### config.mk
export PLATFORM = sky130hd
export DESIGN_NAME = spike_axi_bridge
export DESIGN_NICKNAME = d
export VERILOG_FILES = /design/src/rtl/spike_axi_bridge.sv
export SDC_FILE = /design/constraint.sdc
export NUM_CORES = 1
export LEC_CHECK = 0
export ABC_AREA = 1
export CELL_PAD_IN_SITES_DETAIL_PLACEMENT = 0
export CELL_PAD_IN_SITES_GLOBAL_PLACEMENT = 1
export CORE_UTILIZATION = 27
export CTS_CLUSTER_SIZE = 25
export DETAILED_ROUTE_END_ITERATION = 10
export MAX_ROUTING_LAYER = met4
export PLACE_DENSITY = 0.85
export SYNTH_ARGS = -nofsm -noshare
export SYNTH_HDL_FRONTEND = slang
export SYNTH_SLANG_ARGS = --single-unit
### constraint.sdc
create_clock -name CPUNC_ACLK -period 2.8 [get_ports CPUNC_ACLK]
set_input_delay 0.56 -clock CPUNC_ACLK [delete_from_list [all_inputs] [get_ports CPUNC_ACLK]]
set_output_delay 0.56 -clock CPUNC_ACLK [all_outputs]
set_load 0.02 [all_outputs]
### src/rtl/spike_axi_bridge.sv
// spike_axi_bridge: single-request core bus to single-beat AXI bridge.
// One transaction outstanding at a time; sub-word accesses are steered onto
// the correct byte lanes on the way out and right-aligned on the way back.
// Optional wait-state watchdog: define SPIKE_AXI_TIMEOUT_EN.
//
// state | meaning
// IDLE  | waiting for a request, req_ready high
// CHK   | size/alignment check of the latched request
// AR    | read address issued, waiting for ARREADY
// R     | waiting for read data
// WR    | AW and W issued together, each retired on its own handshake
// B     | waiting for write response
// RSP   | one-cycle response pulse to the core
module spike_axi_bridge #(
   parameter int DATA_W      = 32,
   parameter int ADDR_W      = 12,
   parameter int TIMEOUT_CYC = 255
) (
   input  logic                  CPUNC_ACLK,
   input  logic                  CPUNC_ARESET,
   input  logic                  req_valid,
   output logic                  req_ready,
   input  logic                  req_write,
   input  logic [ADDR_W-1:0]     req_addr,
   input  logic [1:0]            req_size,
   input  logic [DATA_W-1:0]     req_wdata,
   output logic                  rsp_valid,
   output logic [DATA_W-1:0]     rsp_rdata,
   output logic                  rsp_err,
   output logic [ADDR_W-1:0]     CPUNC_AWADDR,
   output logic                  CPUNC_AWVALID,
   input  logic                  CPUNC_AWREADY,
   output logic [DATA_W-1:0]     CPUNC_WDATA,
   output logic [DATA_W/8-1:0]   CPUNC_WSTRB,
   output logic                  CPUNC_WLAST,
   output logic                  CPUNC_WVALID,
   input  logic                  CPUNC_WREADY,
   input  logic [1:0]            CPUNC_BRESP,
   input  logic                  CPUNC_BVALID,
   output logic                  CPUNC_BREADY,
   output logic [ADDR_W-1:0]     CPUNC_ARADDR,
   output logic                  CPUNC_ARVALID,
   input  logic                  CPUNC_ARREADY,
   input  logic [DATA_W-1:0]     CPUNC_RDATA,
   input  logic [1:0]            CPUNC_RRESP,
   input  logic                  CPUNC_RVALID,
   output logic                  CPUNC_RREADY
);

   localparam int STRB_W = DATA_W / 8;
   localparam int OFF_W  = $clog2(STRB_W);

   if ((DATA_W != 32 && DATA_W != 64) || TIMEOUT_CYC < 1) begin : g_param_err
      $error("spike_axi_bridge: DATA_W must be 32 or 64 and TIMEOUT_CYC >= 1");
   end

   typedef enum logic [2:0] {
      S_IDLE, S_CHK, S_AR, S_R, S_WR, S_B, S_RSP
   } state_t;

   state_t               r_state;
   state_t               w_state_nxt;

   logic                 r_req_ready;
   logic                 r_write;
   logic [ADDR_W-1:0]    r_addr;
   logic [1:0]           r_size;
   logic [DATA_W-1:0]    r_wdata;
   logic                 r_aw_done;
   logic                 r_w_done;
   logic                 r_err;
   logic [DATA_W-1:0]    r_rdata;

   logic                 w_accept;
   logic                 w_chk_err;
   logic                 w_tmo;
   logic                 w_tmo_hit;
   logic                 w_awvalid;
   logic                 w_wvalid;
   logic [3:0]           w_nbytes;
   logic [OFF_W-1:0]     w_off;
   logic [STRB_W-1:0]    w_bmask;
   logic [DATA_W-1:0]    w_dmask;
   logic [DATA_W-1:0]    w_rdata_al;
   logic [ADDR_W-1:0]    w_addr_al;

   assign w_nbytes  = 4'd1 << r_size;
   assign w_off     = r_addr[OFF_W-1:0];
   assign w_addr_al = {r_addr[ADDR_W-1:OFF_W], {OFF_W{1'b0}}};
   assign w_chk_err = (w_nbytes > 4'(STRB_W)) ||
                      ((r_addr[2:0] & 3'(w_nbytes - 4'd1)) != 3'd0);
   assign w_accept  = (r_state == S_IDLE) && req_valid && r_req_ready;

   // byte-lane mask for the access size, right-aligned
   always_comb begin
      w_bmask = '0;
      w_dmask = '0;
      for (int i = 0; i < STRB_W; i++) begin
         w_bmask[i]       = (i < int'(w_nbytes));
         w_dmask[8*i +: 8] = {8{w_bmask[i]}};
      end
   end

   assign w_rdata_al = (CPUNC_RDATA >> {w_off, 3'b000}) & w_dmask;

`ifdef SPIKE_AXI_TIMEOUT_EN
   localparam int TMO_W = $clog2(TIMEOUT_CYC + 1);
   logic [TMO_W-1:0] r_tmo_cnt;

   // watchdog down-counter, reloaded on every state change
   always_ff @(posedge CPUNC_ACLK or posedge CPUNC_ARESET) begin
      if (CPUNC_ARESET) begin
         r_tmo_cnt <= '0;
      end else if (w_state_nxt != r_state) begin
         r_tmo_cnt <= TMO_W'(TIMEOUT_CYC - 1);
      end else if (r_tmo_cnt != '0) begin
         r_tmo_cnt <= r_tmo_cnt - 1'b1;
      end
   end

   assign w_tmo = (r_tmo_cnt == '0);
`else
   assign w_tmo = 1'b0;
`endif

   // state register
   always_ff @(posedge CPUNC_ACLK or posedge CPUNC_ARESET) begin
      if (CPUNC_ARESET) r_state <= S_IDLE;
      else              r_state <= w_state_nxt;
   end

   // next-state decode; a watchdog expiry only wins when no handshake completes
   always_comb begin
      w_state_nxt = r_state;
      w_tmo_hit   = 1'b0;
      w_awvalid   = (r_state == S_WR) && !r_aw_done;
      w_wvalid    = (r_state == S_WR) && !r_w_done;
      case (r_state)
         S_IDLE: if (w_accept) w_state_nxt = S_CHK;
         S_CHK:  w_state_nxt = w_chk_err ? S_RSP : (r_write ? S_WR : S_AR);
         S_AR: begin
            if (CPUNC_ARREADY)  w_state_nxt = S_R;
            else if (w_tmo) begin w_state_nxt = S_RSP; w_tmo_hit = 1'b1; end
         end
         S_R: begin
            if (CPUNC_RVALID)   w_state_nxt = S_RSP;
            else if (w_tmo) begin w_state_nxt = S_RSP; w_tmo_hit = 1'b1; end
         end
         S_WR: begin
            if (r_aw_done && r_w_done) w_state_nxt = S_B;
            else if (w_tmo) begin w_state_nxt = S_RSP; w_tmo_hit = 1'b1; end
         end
         S_B: begin
            if (CPUNC_BVALID)   w_state_nxt = S_RSP;
            else if (w_tmo) begin w_state_nxt = S_RSP; w_tmo_hit = 1'b1; end
         end
         S_RSP:   w_state_nxt = S_IDLE;
         default: w_state_nxt = S_IDLE;
      endcase
   end

   // request capture, handshake tracking and response formation
   always_ff @(posedge CPUNC_ACLK or posedge CPUNC_ARESET) begin
      if (CPUNC_ARESET) begin
         r_req_ready <= 1'b0;
         r_write     <= 1'b0;
         r_addr      <= '0;
         r_size      <= '0;
         r_wdata     <= '0;
         r_aw_done   <= 1'b0;
         r_w_done    <= 1'b0;
         r_err       <= 1'b0;
         r_rdata     <= '0;
      end else begin
         r_req_ready <= (w_state_nxt == S_IDLE);
         if (w_accept) begin
            r_write   <= req_write;
            r_addr    <= req_addr;
            r_size    <= req_size;
            r_wdata   <= req_wdata;
            r_aw_done <= 1'b0;
            r_w_done  <= 1'b0;
            r_err     <= 1'b0;
            r_rdata   <= '0;
         end
         if (w_awvalid && CPUNC_AWREADY) r_aw_done <= 1'b1;
         if (w_wvalid && CPUNC_WREADY)   r_w_done  <= 1'b1;
         if (r_state == S_CHK && w_chk_err) r_err <= 1'b1;
         if (r_state == S_R && CPUNC_RVALID) begin
            r_err   <= (CPUNC_RRESP != 2'b00);
            r_rdata <= (CPUNC_RRESP == 2'b00) ? w_rdata_al : '0;
         end
         if (r_state == S_B && CPUNC_BVALID) r_err <= (CPUNC_BRESP != 2'b00);
         if (w_tmo_hit) begin
            r_err   <= 1'b1;
            r_rdata <= '0;
         end
      end
   end

   assign req_ready     = r_req_ready;
   assign rsp_valid     = (r_state == S_RSP);
   assign rsp_rdata     = r_rdata;
   assign rsp_err       = r_err;

   assign CPUNC_ARADDR  = w_addr_al;
   assign CPUNC_ARVALID = (r_state == S_AR);
   assign CPUNC_RREADY  = (r_state == S_R);
   assign CPUNC_AWADDR  = w_addr_al;
   assign CPUNC_AWVALID = w_awvalid;
   assign CPUNC_WVALID  = w_wvalid;
   assign CPUNC_WLAST   = w_wvalid;
   assign CPUNC_WDATA   = w_wvalid ? (r_wdata << {w_off, 3'b000}) : '0;
   assign CPUNC_WSTRB   = w_wvalid ? (w_bmask << w_off) : '0;
   assign CPUNC_BREADY  = (r_state == S_B);

endmodule

==> run_results.csv, run 1 <==
group,metric,value,unit
outcome,status,"finished, final reports clean",
cells_and_area,diodes,0,
die,coreArea,0.0173,mm^2
sta,hold_viol,0,
cells_and_area,regArea,0.00215,mm^2
min_path,hp-class,"register to register",
setup_path,critPathBufInv,3,
cts,cts_setup_buffers,0,
pwr,ir_drop,378,uV
logic_synthesis,synthFlopType,"dfrtp_1",
setup_path,rrSetupSlack,1.15,ns
grt,grt_usage,0.184,
placement,gp_congestion,0.905,
pwr,p_sw_frac,0.436,
route,dr.first_iter.drc_count,315,
route,wl,16000,um
cts,clkTransAtPathRegs,0.07,ns
cts,holdBufCountCts,0,
grt,grt_start_max_net_pins,53,
route,ant_nets,0,
setup_path,cp_cell_sequence,"inv_2, buf_6, nand2_1, o21ai_0, o211a_1, clkdlybuf4s50_1",
die,placementRows,48,
cells_and_area,instances_no_fill,1031,
cells_and_area,fillers,1857,
route,vias_per_cell,4.60,
cts,root_buffer,"clkbuf_16",
placement,dp.cells,1015,
pwr,p_leak,3.64,nW
sta,fin_crit_sh,0.957,
placement,port_buffers,187,
grt,gr-total-overflow,0,
logic_synthesis,synth_cells,643,
setup_path,cp-end-kind,"primary output",
flow_run,cap_viol_max_count,0,
die,pin_count,192,
pwr,power_frac_clock,0.185,
setup_path,cpMaxStageDelayCell,"clkdlybuf4s50_1",
cells_and_area,layout_common_cells,"275 x nand2_1, 155 x clkdlybuf4s50_1, 85 x dfrtp_1",
die,die_area,0.0182,mm^2
setup_path,critPathMaxStageDelay,0.60,ns
sta,setup_ws,0.120,ns
sta,fin_worst_skew,0.00838,ns
cts,clock_sinks,86,
die,die_h,135,um
setup_path,cp-start-kind,"register",
cts,clk_path_buf_depth,2,
cts,cts_made_buffers,9,
pwr,p_int,3.71,mW
logic_synthesis,synth-seq-cells,86,
pwr,p_comb_frac,0.513,
setup_path,cp_max_fo,24,
grt,antenna_found_initial,0,
pwr,switching_power,2.86,mW
logic_synthesis,seq_area_frac_synth,0.450,
cells_and_area,area_growth_syn_to_layout,47.8,%
sta,tightest_slew,0.549,ns
logic_synthesis,ys_async_sr_fraction,1.00,
sta,max_freq,0.373,GHz
cells_and_area,layout.nets,892,
cells_and_area,multi_input_area,0.00210,mm^2
route,vias,4738,
sta,rsz0062_at_grt,"true",
die,die_x,135,um
cells_and_area,drive_gt1_frac,0.0806,
setup_path,cpLargestDelayFamily,"buffers and inverters",
logic_synthesis,syn_avg_cell_area,7.43,um^2
logic_synthesis,ys_warn_count,0,
cts,clkLatencyLatePin,0.34,ns
sta,setup_viol,0,
route,drc,0,
sta,max_slew_margin,0.633,
cells_and_area,layout.cells.most_common,"nand2_1",
setup_path,critPathRequiredTime,2.24,ns
sta,drv_slew,0,
setup_path,worstPathArrival,2.12,ns
route,first_pass_iters,4,
placement,place_hpwl,11600,um
placement,dp_slack,0.207,ns
cts,htree_levels,3,
pwr,p_seq_frac,0.302,
route,drt-wirelength-per-cell,15.5,um
sta,period_minus_slack,2.68,ns
die,initial_core_util,0.276,
pwr,p_per_area,931,mW/mm^2
logic_synthesis,synth_edf_count,0,
setup_path,crit_type,"register to primary output",
cts,cts_tree,"built",
grt,first_global_vias,4694,
sta,setup-tns-final,0,ns
logic_synthesis,syn_area,0.00478,mm^2
grt,grt_pass1_wl,24900,um
logic_synthesis,yosysUniqueCellTypes,34,
power groups by stage:
stage / logic, mW / clock network [mW] / registers, mW
floorplan: 2.17 / 0 / 2.00
global placement: 3.40 / 0 / 1.99
detailed placement: 3.42 / 0 / 2.00
CTS: 3.41 / 1.24 / 1.99
global route: 3.72 / 1.32 / 2.04
finish: 3.37 / 1.22 / 1.99
worst reg2reg max path, stage by stage, from the launching register on:
cell	delay [ns]
dfrtp_1	0.42
clkinv_1	0.11
buf_4	0.27
nand3_1	0.12
nand3_1	0.21
inv_1	0.06
nor2_1	0.17
nand2_1	0.08
nor2_1	0.11
layout make-up:
class,instances,area share
clock buffers,11,0.0344
repair buffers,207,0.294
clock inverters,5,0.00833
flip-flops and latches,86,0.305
well taps,225,0.0399
multi-input cells,460,0.298
inverters,37,0.0211
per-layer routing:
layer | up-vias | routed length (um) | part of all wire | global-route usage
li1 | 2336 | - | - | -
met1 | 2213 | 7020 | 0.44 | 0.233
met2 | 177 | 7700 | 0.48 | 0.297
met3 | 12 | 1180 | 0.073 | 0.0432
met4 | 0 | 115 | 0.0072 | 0.0424
met5 | - | 0 | 0 | -
synth_stat cells, types with 5 or more instances:
master	n	area (um^2)
buf_4	27	203
o21ai_2	10	87.6
clkbuf_1	12	45.0
nor2_1	29	109
nand2_1	277	1040
o21ai_0	47	235
a21oi_1	17	85.1
buf_2	18	90.1
inv_1	29	109
o211a_1	8	80.1
nand3_1	34	170
buf_6	5	56.3
dfrtp_1	86	2150
a211oi_1	8	60.1
final timing paths:
path,cells after the start,endpoint,from
hold reg to reg,2,rsp_rdata[23]$_DFFE_PP0P_,rsp_rdata[23]$_DFFE_PP0P_
setup / recovery,6,CPUNC_WDATA[26],r_addr[0]$_DFFE_PP0P_
hold / removal,2,rsp_rdata[23]$_DFFE_PP0P_,rsp_rdata[23]$_DFFE_PP0P_
min in group asynchronous,2,rsp_rdata[22]$_DFFE_PP0P_,CPUNC_ARESET
setup reg to reg,8,req_ready$_DFF_PP0_,r_addr[1]$_DFFE_PP0P_
max in group asynchronous,3,r_wdata[13]$_DFFE_PP0P_,CPUNC_ARESET
cell families after synthesis:
group | count (synthesis) | share of synthesized area
simple gates | 355 | 0.302
buf+inv | 100 | 0.114
compound gates | 98 | 0.126
flops | 86 | 0.450
mux | 3 | 0.00628
other cells | 1 | 0.000785
repair_timing:
item | 4_1_cts | 5_1_grt
endpoints found under the hold margin | 0 | 0
gates resized for setup | 19 | 17
setup endpoints to repair | 21 | 19
sequential cells by signal, indices dropped and copies added (netlist names):
signal     flops
r_addr        12
rsp_rdata     32
r_state        3
r_write        1
r_aw_done      1
rsp_err        1
r_wdata       32
r_w_done       1
req_ready      1
r_size         2
per-stage QoR:
step	hold slack (ns)	power, mW	area [um^2]	utilization
2_1_floorplan	0.449	4.17	4790	-
3_3_place_gp	0.463	5.39	6740	0.390
3_5_place_dp	0.464	5.42	6740	0.390
4_1_cts	0.480	6.64	7020	0.406
5_1_grt	0.494	7.08	7060	0.408
6_report	0.479	6.57	7060	0.408
Power figures use the tool's default switching activity.
==> inputs of run 2 (changes only) <==
--- a/config.mk
+++ b/config.mk
@@ -5,10 +5,9 @@
 export SDC_FILE = /design/constraint.sdc
 export NUM_CORES = 1
 export LEC_CHECK = 0
-export ABC_AREA = 1
 export CELL_PAD_IN_SITES_DETAIL_PLACEMENT = 0
 export CELL_PAD_IN_SITES_GLOBAL_PLACEMENT = 1
-export CORE_UTILIZATION = 27
+export CORE_UTILIZATION = 28
 export CTS_CLUSTER_SIZE = 25
 export DETAILED_ROUTE_END_ITERATION = 10
 export MAX_ROUTING_LAYER = met4
==> run_results.csv, run 2 <==
group,metric,value,unit
sta,max_freq,0.386,GHz
sta,tightest_slew,1.08,ns
outcome,status,"finished, final reports clean",
cts,cts_tree,"built",
route,first_pass_iters,4,
grt,antenna_found_initial,0,
logic_synthesis,synth_top_area_frac,0.469,
sta,fin_crit_sh,0.926,
cts,cts_setup_buffers,0,
setup_path,cpMaxStageDelayCell,"dfrtp_1",
pwr,p_leak,3.20,nW
cells_and_area,drive_gt1_frac,0.106,
pwr,p_total,6.46,mW
cts,htree_levels,3,
logic_synthesis,synth-seq-cells,86,
pwr,switching_power,2.58,mW
cells_and_area,layout.cells.most_common,"clkdlybuf4s50_1",
cts,clk_path_buf_depth,2,
placement,dpl-instance-area,0.00656,mm^2
cts,clock_sinks,86,
sta,period_minus_slack,2.59,ns
cells_and_area,diodes,0,
logic_synthesis,ys_async_sr_fraction,1.00,
die,coreArea,0.0159,mm^2
placement,place_hpwl,10200,um
logic_synthesis,synth_edf_count,0,
setup_path,critPathMaxStageDelay,0.38,ns
sta,setup_ws,0.208,ns
cts,clkTransAtPathRegs,0.06,ns
pwr,ir_drop,539,uV
logic_synthesis,yosysUniqueCellTypes,40,
route,dr.first_iter.drc_count,124,
logic_synthesis,seq_area_frac_synth,0.469,
logic_synthesis,ys_warn_count,0,
sta,hold_ws,0.475,ns
placement,dp_slack,0.212,ns
pwr,p_int,3.88,mW
pwr,p_seq_frac,0.313,
cells_and_area,fillers,1552,
cells_and_area,instances_no_fill,869,
grt,gr-total-overflow,0,
setup_path,crit_type,"register to primary output",
sta,setup-tns-final,0,ns
logic_synthesis,syn_avg_cell_area,9.41,um^2
setup_path,critPathBufInv,2,
route,ant_nets,0,
sta,drv_slew,0,
placement,port_buffers,187,
logic_synthesis,synth_common_cells,"112 x nand2_1, 86 x dfrtp_1, 34 x nor2_1",
logic_synthesis,synth_cells,488,
die,die_area,0.0169,mm^2
route,vias,4178,
die,initial_core_util,0.288,
cts,clkLatencyLatePin,0.33,ns
die,die_h,130,um
setup_path,cp-end-kind,"primary output",
logic_synthesis,syn_area,0.00459,mm^2
route,drc,0,
sta,rsz0062_at_grt,"false",
grt,grt_usage,0.179,
die,pin_count,192,
grt,grt_pass1_wl,22400,um
die,die_x,130,um
pwr,p_comb_frac,0.492,
sta,max_slew_margin,0.280,
setup_path,worstPathArrival,2.03,ns
setup_path,cpLargestDelayFamily,"buffers and inverters",
logic_synthesis,synth.area.top_cells,"dfrtp_1 47%, nand2_1 9.2%, mux2i_1 7.0%",
route,wl,14100,um
pwr,p_per_area,945,mW/mm^2
cells_and_area,layout_common_cells,"151 x clkdlybuf4s50_1, 112 x nand2_1, 84 x dfrtp_1",
pwr,p_sw_frac,0.399,
min_path,hp-class,"register to register",
placement,dp.cells,853,
logic_synthesis,yosysMostFrequentCell,"nand2_1",
cts,cts_made_buffers,9,
setup_path,cp_cell_sequence,"nor2_1, nand2_1, or2_1, buf_4, a211oi_1, dlygate4sd2_1",
setup_path,cp_max_fo,18,
flow_run,cap_viol_max_count,0,
sta,setup_viol,0,
cells_and_area,layout.nets,739,
cells_and_area,utilization,0.429,
sta,fin_worst_skew,0.00412,ns
pwr,power_frac_clock,0.195,
cells_and_area,final_area,0.00684,mm^2
cts,root_buffer,"clkbuf_16",
grt,grt_start_max_net_pins,50,
cells_and_area,area_growth_syn_to_layout,48.9,%
route,vias_per_cell,4.81,
setup_path,critPathRequiredTime,2.24,ns
sta,hold_viol,0,
setup_path,cp-start-kind,"register",
route,drt-wirelength-per-cell,16.3,um
logic_synthesis,yosys.area.top_type,"dfrtp_1",
grt,first_global_vias,4381,
logic_synthesis,synthFlopType,"dfrtp_1",
placement,gp_congestion,0.826,
die,placementRows,46,
-- run 2: power groups by stage --
stage | logic [mW] | registers [mW] | clock network, mW
2_1_floorplan | 2.19 | 1.98 | 0
4_1_cts | 3.21 | 2.02 | 1.31
5_1_grt | 3.46 | 2.08 | 1.35
3_3_place_gp | 3.22 | 2.02 | 0
3_5_place_dp | 3.24 | 2.03 | 0
6_report | 3.18 | 2.02 | 1.26
-- run 2: worst reg2reg max path, stage by stage, from the launching register on --
cell and delay [ns]:
dfrtp_1 0.34, buf_4 0.17, nand4bb_1 0.25, a21o_1 0.87
nand2_1 0.12, a31oi_1 0.19
-- run 2: final timing paths --
check / startpoint / cells after the start / to / slack [ns]
setup / recovery: r_state[0]$_DFF_PP0_ / 6 / CPUNC_WDATA[31] / 0.21
hold / removal: r_wdata[26]$_DFFE_PP0P_ / 2 / r_wdata[26]$_DFFE_PP0P_ / 0.48
setup reg to reg: r_state[1]$_DFF_PP0_ / 5 / rsp_err$_DFFE_PP0P_ / 0.79
hold reg to reg: r_wdata[26]$_DFFE_PP0P_ / 2 / r_wdata[26]$_DFFE_PP0P_ / 0.48
max in group asynchronous: CPUNC_ARESET / 3 / rsp_rdata[4]$_DFFE_PP0P_ / 1.80
min in group asynchronous: CPUNC_ARESET / 2 / rsp_err$_DFFE_PP0P_ / 0.50
-- run 2: per-layer routing --
layer,vias up,global-route usage,part of all wire
met4,0,0.0917,0.028
met5,-,-,0
met1,2003,0.209,0.44
met3,27,0.0340,0.065
met2,180,0.293,0.47
li1,1968,-,-
-- run 2: logic make-up (layout without fill, tap and decap cells) --
logic type | after synthesis | in the layout | synth area share
other cells | 1 | 4 | 0.000817
compound gates | 90 | 90 | 0.141
simple gates | 195 | 195 | 0.191
buf+inv | 66 | 228 | 0.0850
flops | 86 | 86 | 0.469
mux | 50 | 50 | 0.114
-- run 2: timing repair --
action                     in CTS  in global routing
hold buffers                    0                  0
setup endpoints to repair      25                 16
resized for setup              25                 26
-- run 2: cell type report --
type	count	area (um^2)	share of cell area
Sequential cell	86	2150	0.315
Multi-Input combinational cell	339	2070	0.303
Timing Repair Buffer	206	2000	0.293
Tap cell	216	270	0.0395
Clock buffer	13	240	0.0351
Clock inverter	3	68.8	0.0101
Inverter	6	23.8	0.00348
